### src/rtl/sim_ctrl_pkg.sv
`default_nettype none
// +----------------------------------------------------------------------------+
// | Module   : sim_ctrl_pkg                                                    |
// | Purpose  : Shared constants for the simulation/system controller: OCP      |
// |            command/response codes, FSM state encodings, register window    |
// |            word indices and STATUS bit positions, plus a STATUS helper.    |
// | Ports    : none (package)                                                  |
// | Revision : 1.0 - initial release                                           |
// +----------------------------------------------------------------------------+
package sim_ctrl_pkg;

  // OCP command and response codes
  localparam logic [2:0] c_ocp_cmd_idle  = 3'b000;
  localparam logic [2:0] c_ocp_cmd_wr    = 3'b001;
  localparam logic [2:0] c_ocp_cmd_rd    = 3'b010;
  localparam logic [1:0] c_ocp_resp_null = 2'b00;
  localparam logic [1:0] c_ocp_resp_dva  = 2'b01;

  // Controller FSM encoding
  typedef logic [1:0] state_t;
  localparam state_t c_st_reset = 2'd0;
  localparam state_t c_st_run   = 2'd1;
  localparam state_t c_st_done  = 2'd2;

  // Register window, indexed by MAddr[4:2]
  localparam logic [2:0] c_reg_status  = 3'd0;
  localparam logic [2:0] c_reg_exit    = 3'd1;
  localparam logic [2:0] c_reg_cycles  = 3'd2;
  localparam logic [2:0] c_reg_wdog    = 3'd3;
  localparam logic [2:0] c_reg_console = 3'd4;

  // STATUS register bit positions
  localparam int c_status_done_bit    = 0;
  localparam int c_status_pass_bit    = 1;
  localparam int c_status_timeout_bit = 2;

  function automatic logic [31:0] status_word(input logic done,
                                              input logic pass,
                                              input logic timeout);
    logic [31:0] w;
    w                       = '0;
    w[c_status_done_bit]    = done;
    w[c_status_pass_bit]    = pass;
    w[c_status_timeout_bit] = timeout;
    return w;
  endfunction

endpackage
`default_nettype wire

### src/rtl/sim_ctrl.sv
`default_nettype none
// +----------------------------------------------------------------------------+
// | Module   : sim_ctrl                                                        |
// | Purpose  : Simulation/system controller. Stretches the external reset into |
// |            o_sys_nrst, runs a watchdog and a saturating cycle counter, and |
// |            exposes an OCP slave register window for pass/fail reporting    |
// |            and console output.                                             |
// | Ports    : clk, nrst (sync, active-low)  - clock and reset                 |
// |            o_sys_nrst                    - stretched system reset          |
// |            i_MAddr/i_MCmd/i_MData/i_MByteEn, o_SCmdAccept/o_SData/o_SResp |
// |                                          - OCP slave, no wait states       |
// |            o_con_valid/o_con_data        - console byte strobe             |
// |            o_done/o_pass/o_timeout/o_exit_code - run result                |
// | Revision : 1.0 - initial release                                           |
// +----------------------------------------------------------------------------+
module sim_ctrl
  import sim_ctrl_pkg::*;
#(
  parameter int unsigned RST_CYCLES  = 10,
  parameter int unsigned WDOG_CYCLES = 4096,
  parameter int unsigned CNT_WIDTH   = 32
) (
  input  logic        clk,
  input  logic        nrst,
  output logic        o_sys_nrst,
  input  logic [31:0] i_MAddr,
  input  logic [2:0]  i_MCmd,
  input  logic [31:0] i_MData,
  input  logic [3:0]  i_MByteEn,
  output logic        o_SCmdAccept,
  output logic [31:0] o_SData,
  output logic [1:0]  o_SResp,
  output logic        o_con_valid,
  output logic [7:0]  o_con_data,
  output logic        o_done,
  output logic        o_pass,
  output logic        o_timeout,
  output logic [31:0] o_exit_code
);

  localparam logic [CNT_WIDTH-1:0] c_wdog_load = CNT_WIDTH'(WDOG_CYCLES);
  localparam logic [CNT_WIDTH-1:0] c_wdog_one  = CNT_WIDTH'(1);
  localparam logic [31:0]          c_rst_last  = 32'(RST_CYCLES - 1);

  state_t               r_state;
  state_t               w_next_state;
  logic [31:0]          r_rst_cnt;
  logic [CNT_WIDTH-1:0] r_cycles;
  logic [CNT_WIDTH-1:0] r_wdog;
  logic                 r_sys_nrst;
  logic                 r_pass;
  logic                 r_timeout;
  logic [31:0]          r_exit_code;
  logic                 r_con_valid;
  logic [7:0]           r_con_data;
  logic [1:0]           r_sresp;
  logic [31:0]          r_sdata;

  // Command decode
  logic        w_accept;
  logic        w_wr;
  logic        w_rd;
  logic [2:0]  w_idx;
  logic        w_run;
  logic        w_exit_wr;
  logic        w_kick;
  logic        w_con_wr;
  logic        w_expire;
  logic [31:0] w_rdata;
  logic        w_unused_bits;

  assign w_accept  = (i_MCmd != c_ocp_cmd_idle);
  assign w_wr      = (i_MCmd == c_ocp_cmd_wr);
  assign w_rd      = (i_MCmd == c_ocp_cmd_rd);
  assign w_idx     = i_MAddr[4:2];
  assign w_run     = (r_state == c_st_run);

  // Side-effecting writes only act while running; in RESET/DONE they are
  // acknowledged but dropped, which also makes the first EXIT the only one.
  assign w_exit_wr = w_run && w_wr && (w_idx == c_reg_exit);
  assign w_kick    = w_run && w_wr && (w_idx == c_reg_wdog);
  assign w_con_wr  = w_run && w_wr && (w_idx == c_reg_console) && i_MByteEn[0];

  // Expiry is the edge on which the watchdog steps from 1 to 0; a reload on
  // that same edge cancels it.
  assign w_expire  = w_run && !w_kick && (r_wdog <= c_wdog_one);

  // Upper address bits are decoded by the interconnect, and only byte lane 0
  // matters (for CONSOLE).
  assign w_unused_bits = ^{i_MAddr[31:5], i_MAddr[1:0], i_MByteEn[3:1]};

  always_comb begin
    w_rdata = '0;
    case (w_idx)
      c_reg_status: w_rdata = status_word(r_state == c_st_done, r_pass, r_timeout);
      c_reg_exit:   w_rdata = r_exit_code;
      c_reg_cycles: w_rdata = 32'(r_cycles);
      c_reg_wdog:   w_rdata = 32'(r_wdog);
      default:      w_rdata = '0;
    endcase
  end

  // FSM: state register
  always_ff @(posedge clk) begin
    if (!nrst) begin
      r_state <= c_st_reset;
    end else begin
      r_state <= w_next_state;
    end
  end

  // FSM: next-state logic. EXIT and expiry both lead to DONE; which flag gets
  // set is resolved in the datapath below.
  always_comb begin
    w_next_state = r_state;
    case (r_state)
      c_st_reset: if (r_rst_cnt == c_rst_last) w_next_state = c_st_run;
      c_st_run:   if (w_exit_wr || w_expire)   w_next_state = c_st_done;
      c_st_done:  w_next_state = c_st_done;
      default:    w_next_state = c_st_reset;
    endcase
  end

  // Datapath and registered outputs
  always_ff @(posedge clk) begin
    if (!nrst) begin
      r_rst_cnt   <= '0;
      r_cycles    <= '0;
      r_wdog      <= '0;
      r_sys_nrst  <= 1'b0;
      r_pass      <= 1'b0;
      r_timeout   <= 1'b0;
      r_exit_code <= '0;
      r_con_valid <= 1'b0;
      r_con_data  <= '0;
      r_sresp     <= c_ocp_resp_null;
      r_sdata     <= '0;
    end else begin
      r_sresp     <= w_accept ? c_ocp_resp_dva : c_ocp_resp_null;
      r_sdata     <= w_rd ? w_rdata : '0;
      r_con_valid <= w_con_wr;
      if (w_con_wr) begin
        r_con_data <= i_MData[7:0];
      end

      // Released one cycle after RUN entry, dropped on the same edge as DONE.
      r_sys_nrst <= w_run && (w_next_state == c_st_run);

      case (r_state)
        c_st_reset: begin
          r_rst_cnt <= r_rst_cnt + 32'd1;
          if (w_next_state == c_st_run) begin
            r_wdog <= c_wdog_load;
          end
        end
        c_st_run: begin
          if (r_cycles != '1) begin
            r_cycles <= r_cycles + c_wdog_one;
          end
          if (w_kick) begin
            r_wdog <= c_wdog_load;
          end else if (r_wdog != '0) begin
            r_wdog <= r_wdog - c_wdog_one;
          end
          if (w_exit_wr) begin
            r_exit_code <= i_MData;
            r_pass      <= (i_MData == 32'd0);
          end else if (w_expire) begin
            r_timeout <= 1'b1;
            r_pass    <= 1'b0;
          end
        end
        default: begin
        end
      endcase
    end
  end

  // FSM: outputs
  always_comb begin
    o_done       = (r_state == c_st_done);
    o_sys_nrst   = r_sys_nrst;
    o_SCmdAccept = w_accept;
    o_SResp      = r_sresp;
    o_SData      = r_sdata;
    o_con_valid  = r_con_valid;
    o_con_data   = r_con_data;
    o_pass       = r_pass;
    o_timeout    = r_timeout;
    o_exit_code  = r_exit_code;
  end

endmodule
`default_nettype wire

### config.mk
export PLATFORM = sky130hd
export DESIGN_NAME = sim_ctrl
export DESIGN_NICKNAME = d
export VERILOG_FILES = /design/src/rtl/sim_ctrl_pkg.sv /design/src/rtl/sim_ctrl.sv
export SDC_FILE = /design/constraint.sdc
export NUM_CORES = 1
export LEC_CHECK = 0
export CAP_MARGIN = 20
export CORE_UTILIZATION = 50
export CTS_CLUSTER_DIAMETER = 50
export DETAILED_ROUTE_END_ITERATION = 6
export GPL_TIMING_DRIVEN = 0
export PLACE_DENSITY_LB_ADDON = 0.2
export SKIP_LAST_GASP = 1
export SYNTH_ARGS = -nofsm -noshare
export SYNTH_HDL_FRONTEND = slang
export SYNTH_SLANG_ARGS = --single-unit
### constraint.sdc
create_clock -name clk -period 3.34 [get_ports clk]
set_input_delay 0.501 -clock clk [delete_from_list [all_inputs] [get_ports clk]]
set_output_delay 0.501 -clock clk [all_outputs]
set_load 0.03 [all_outputs]
==> results of run 1 <==
-- through the flow --
stage / worst slack (ps) / std cells
final: 541 / 1334
after global routing: 403 / 1334
after CTS: 615 / 1334
after detailed placement: 290 / 1303
after global placement: 299 / 1303
after floorplan: 1110 / 971
-- state kept, by name, indices dropped and copies added (netlist names) --
name and flops:
o_timeout 1, o_sys_nrst 1, o_SData 32, r_cycles 32, o_exit_code 32, o_SResp 1, o_con_valid 1, o_con_data 8
r_wdog 32, r_state 2, r_rst_cnt 32, o_pass 1
-- power breakdown --
part	switching (mW)	internal (mW)
clock	0.865	1.05
combinational	0.138	0.0878
sequential	0.00806	2.09
total	1.01	3.23
-- synthesized netlist by cell type, types with 5 or more instances --
master	instances
buf_2	10
nand4b_1	8
nand2_1	102
o21a_1	8
nand4_1	25
mux2_2	29
and3_1	10
clkbuf_1	40
a21oi_1	108
nand3_1	36
buf_1	7
and2_1	5
mux2i_1	11
o31ai_1	47
or4_1	48
inv_1	18
dfxtp_1	175
nor2_1	79
buf_6	5
xnor2_1	12
or3_1	27
a22oi_1	29
ha_1	6
nor4_1	23
xor2_1	5
nor3_1	20
o21ai_0	21
-- final timing paths --
check | from | slack, ps | to | cells after the start
setup / recovery | r_state[1] | 540 | r_wdog[28] | 6
hold / removal | o_exit_code[7] | 480 | o_exit_code[7] | 2
setup reg to reg | r_state[1] | 540 | r_wdog[28] | 6
hold reg to reg | o_exit_code[7] | 480 | o_exit_code[7] | 2
-- cells by family (layout without fill, tap and decap cells) --
kind of cell	after synthesis	count (layout)	share of synthesized area
simple gates	418	418	0.277
compound gates	227	227	0.168
flops	175	175	0.422
buf+inv	84	231	0.0447
mux	43	43	0.0612
xor+xnor	17	17	0.0179
fa+ha+maj	6	6	0.00904
other cells	1	1	0.000452
-- cell type report --
class                           instances  area [um2]  area share
Clock buffer                           19         443      0.0430
Clock inverter                         12         113      0.0109
Multi-Input combinational cell        712        4430       0.430
Timing Repair Buffer                  116        1160       0.113
Tap cell                              216         270      0.0263
Inverter                               19        71.3     0.00693
Sequential cell                       175        3500       0.340
Buffer                                 65         300      0.0292
-- metal layers --
layer / share of wire / global-route usage / vias up / routed length, um
met5: 0 / 0 / - / 0
met4: 0.025 / 0.101 / 0 / 622
met3: 0.083 / 0.0643 / 46 / 2090
met2: 0.45 / 0.457 / 371 / 11200
met1: 0.45 / 0.421 / 3875 / 11300
li1: - / - / 3874 / -
-- cell usage in the layout, fill, tap and decap left out, drive strengths merged, types with 38 or more instances in the layout --
| cell type | instances |
|---|---|
| a21oi | 108 |
| clkbuf | 61 |
| clkdlybuf4s50 | 116 |
| dfxtp | 175 |
| nand2 | 102 |
| nand3 | 38 |
| nor2 | 80 |
| o31ai | 48 |
| or4 | 50 |
-- worst max-delay path, stage by stage, from the launching register on --
cell and delay [ps]:
dfxtp_1 440, nand2b_1 330, clkbuf_1 490, a41oi_1 260, o31ai_2 730, buf_2 360, a21oi_1 60
==> metrics.csv, run 1 <==
stage;metric;value;unit
route;Iter 0 DRT Violations;877;
clocking;H-tree Lvls;4;
clocking;# hold bufs at CTS;0;
yosys;Post-synth ARST share;0;
final_layout;fillers;1368;
place;port buffer count;116;
clocking;CTS Sinks;175;
floorplanning;Initial Utilization;0.517;
floorplanning;Rows;46;
pwr;PwrDens;412;nW/um2
pwr;highest ir drop seen on vdd;382;uV
final_layout;share of layout cells above drive strength 1;0.0868;
yosys;Synth top area share;0.422;
sta;unrepaired setup endpoints after global routing;no;
clocking;clock tree buffer depth;2;
global_routing;Remaining Overflow, GRT;0;
clocking;Clock Pin Slew Worst Setup and Hold Paths;70;ps
sta;setup TNS;0;ps
floorplanning;core area;16100;um2
final_layout;# nets final;1185;
yosys;Cell Area, Synth;8310;um2
sta;Tmin final;2800;ps
clocking;PostCTS Resize Cnt;0;
clocking;postcts setup bufs;0;
yosys;Unique masters post-synth;62;
final_layout;Layout area overhead;23.9;%
run;Max-Cap Viols;0;
hold_path;HP Class;flop to flop;
critical_path;crit path max fanout;10;
clocking;CTS tree;built;
global_routing;vias in the first global route;7306;
floorplanning;# IOs;153;
global_routing;initial antenna violation count;0;
route;1st-pass router iterations;7;
yosys;largest cells by area after synthesis;dfxtp_1, a21oi_1, nand2_1;
final_layout;Inserted Diodes;0;
final_layout;Post-Layout Inst Area;10300;um2
sta;Max transition margin;0.285;
route;WL per Instance;18.9;um
yosys;Ys Warns;0;
pwr;total power;4.24;mW
yosys;register bit total from synthesis;175;
sta;fin. max-slew vios;0;
route;vias per cell;6.12;
sta;clock skew;12.1;ps
yosys;top_reg_cell synth;dfxtp_1;
global_routing;largest net degree at the start of global routing;17;
final_layout;post-layout util;0.641;
clocking;Num CTS Buffers;17;
sta;WHS;476;ps
yosys;register area share after synthesis;0.422;
clocking;clock root cell;clkbuf_16;
global_routing;first-pass GRT wire length;38900;um
sta;Fin. Hold Viols;0;
sta;final worst-path cycle share;0.838;
critical_path;Setup CP Type;flop to flop;
place;gpl congestion;0.895;
sta;fmax;357;MHz
floorplanning;die width;131;um
yosys;Gate Count Post-Synth;971;
floorplanning;Die Y;131;um
route;DRC;0;
yosys;Synth area leader;dfxtp_1;
global_routing;Total Routing Usage GR;0.301;
sta;final setup vio count;0;
outcome;status;finished clean;
yosys;number of synthesized flops with an enable pin;0;
route;Routed Antenna Nets;0;
critical_path;CP Capture Type;flop;
yosys;Mean Syn Cell Area;8.55;um2
route;WL final;25200;um
floorplanning;Die Footprint;17100;um2
sta;Worst-Margin Slew;1060;ps
place;post-DP HPWL;18400;um
place;DP Area;9740;um2
pwr;Leak;3.43;nW
clocking;Worst-Skew Late Latency;440;ps
critical_path;crit path DAT;3110;ps
route;DR vias;8166;
critical_path;critical path startpoint category;flop;
yosys;syn_nets;1050;
critical_path;Worst Path Required;3650;ps
No activity file was read; power rests on OpenSTA's default activity.
==> run 2: changes to the inputs <==
--- a/config.mk
+++ b/config.mk
@@ -6,7 +6,7 @@
 export NUM_CORES = 1
 export LEC_CHECK = 0
 export CAP_MARGIN = 20
-export CORE_UTILIZATION = 50
+export CORE_UTILIZATION = 48
 export CTS_CLUSTER_DIAMETER = 50
 export DETAILED_ROUTE_END_ITERATION = 6
 export GPL_TIMING_DRIVEN = 0
==> constraint.sdc (replaced) <==
create_clock -name clk -period 2.3 [get_ports clk]
set_input_delay 0.345 -clock clk [delete_from_list [all_inputs] [get_ports clk]]
set_output_delay 0.345 -clock clk [all_outputs]
set_load 0.03 [all_outputs]
==> metrics.csv, run 2 (same netlist as run 1, synthesis figures left out) <==
stage;metric;value;unit
floorplanning;Die Footprint;17800;um2
sta;Worst-Margin Slew;991;ps
global_routing;Remaining Overflow, GRT;0;
clocking;clock root cell;clkbuf_16;
sta;clock skew;7.38;ps
sta;fmax;435;MHz
clocking;CTS tree;built;
run;Max-Cap Viols;0;
sta;final setup vio count;1;
critical_path;Worst Reg-to-Reg Cells;8;
final_layout;share of layout cells above drive strength 1;0.171;
route;Iter 0 DRT Violations;814;
place;port buffer count;116;
clocking;# hold bufs at CTS;0;
critical_path;slowest stage delay, CP;420;ps
place;gpl congestion;0.874;
pwr;highest ir drop seen on vdd;548;uV
global_routing;initial antenna violation count;0;
sta;unrepaired setup endpoints after global routing;yes;
outcome;failing checks;negative setup slack;
floorplanning;# IOs;153;
floorplanning;Initial Utilization;0.496;
route;vias per cell;6.21;
final_layout;commonest cells after routing, fill and taps aside;dfxtp_1, clkdlybuf4s50_1, nand2_1;
outcome;status;finished with violations;
hold_path;HP Class;primary input to flop;
final_layout;# nets final;1200;
clocking;Num CTS Buffers;17;
sta;Tmin final;2300;ps
place;Inst Count DP;1307;
sta;fin worst setup slack;-1.32;ps
pwr;Leak;3.68;nW
critical_path;crit path DAT;2670;ps
clocking;CTS Sinks;175;
floorplanning;die width;134;um
critical_path;reg2reg start;r_wdog[28];
final_layout;fillers;1383;
critical_path;Worst R2R Setup Slack;-1;ps
critical_path;CP max stage cell;nor3_1;
sta;WHS;468;ps
critical_path;Top cell by count, worst path;buf_6;
final_layout;post-layout util;0.651;
final_layout;Layout area overhead;31.3;%
final_layout;Post-Layout Cell Count;1353;
route;DRC;0;
place;post-DP HPWL;18600;um
pwr;PwrDens;582;nW/um2
critical_path;Setup CP Type;flop to flop;
critical_path;crit path max fanout;10;
global_routing;Total Routing Usage GR;0.297;
clocking;H-tree Lvls;4;
floorplanning;Rows;47;
floorplanning;Die Y;134;um
sta;Fin. Hold Viols;0;
route;DR vias;8401;
global_routing;first-pass GRT wire length;41000;um
final_layout;commonest non-fill, non-tap cell in the layout;dfxtp_1;
clocking;clock tree buffer depth;2;
hold_path;hold depth;3;
route;Routed Antenna Nets;0;
critical_path;critical path cell sequence;nor3_1 > nand4_1 > nor4_4 > buf_6 > buf_6 > buf_6 > o31ai_1 > a21oi_1;
clocking;Clock Pin Slew Worst Setup and Hold Paths;60;ps
global_routing;vias in the first global route;7523;
sta;final worst-path cycle share;1.00;
sta;Max transition margin;0.333;
route;WL per Instance;19.7;um
route;WL final;26700;um
route;1st-pass router iterations;5;
global_routing;largest net degree at the start of global routing;17;
critical_path;Worst Path Required;2670;ps
critical_path;Critical path origin;r_wdog[28];
clocking;Worst-Skew Late Latency;440;ps
hold_path;hold_sp;nrst;
critical_path;critical path startpoint category;flop;
sta;fin. max-slew vios;0;
critical_path;CP Capture Type;flop;
floorplanning;core area;16800;um2
final_layout;Inserted Diodes;0;
run 2: cell count changes in the layout (fill, tap and decap cells not counted), sizes merged:
cell and change:
clkdlybuf4s50 -1, clkbuf -6, inv +2, buf +19
clkinvlp -2, dlygate4sd2 +1, bufinv +1, clkinv +1
run 2: through the flow:
| stage | setup slack, ps | setup TNS [ps] | cell area (um2) | power (mW) |
|---|---|---|---|---|
| 2_1_floorplan | 207 | 0 | 8310 | 3.29 |
| 3_3_place_gp | -590 | -27930 | 9740 | 3.44 |
| 3_5_place_dp | -630 | -31780 | 9740 | 3.44 |
| 4_1_cts | 18.5 | 0 | 10500 | 6.31 |
| 5_1_grt | -62.1 | -944 | 10900 | 6.49 |
| 6_report | -1.32 | -1.32 | 10900 | 6.35 |
run 2: where the power goes:
part | total (mW) | internal [mW] | switching [mW]
Sequential | 3.05 | 3.04 | 0.0136
Clock | 2.92 | 1.61 | 1.31
Combinational | 0.373 | 0.151 | 0.221
run 2: final timing paths:
check | to
setup reg to reg | r_wdog[15]
setup / recovery | r_wdog[15]
hold reg to reg | o_exit_code[7]
hold / removal | r_rst_cnt[28]
run 2: area by class of cell:
class,instances,area [um2],area share
multi-input combinational,712,4780,0.439
clock inverter,14,158,0.0145
timing repair buffer,134,1320,0.121
tap,220,275,0.0252
clock buffer,17,425,0.0390
sequential,175,3520,0.323
inverter,19,71.3,0.00654
buffer,62,348,0.0319
run 2: worst max-delay path: cells and delay by family, from the launching register on:
kind / cells / cell delay [ps]
buffers and inverters: 3 / 520
DFF: 1 / 380
and+or+nand+nor: 3 / 1090
AOI/OAI and AO/OA: 2 / 240
run 2: repair_timing:
item	4_1_cts	5_1_grt
gates cloned	0	2
resized for setup	23	101
setup endpoints to repair	84	99
pin swaps	5	34
hold endpoints to repair	0	0
setup buffers	6	10
run 2: layer usage:
metal	vias to the layer above	GRT usage	part of all wire
li1	3917	-	-
met1	4014	0.412	0.44
met2	411	0.450	0.45
met3	59	0.0510	0.078
met4	0	0.131	0.030
met5	-	0	0
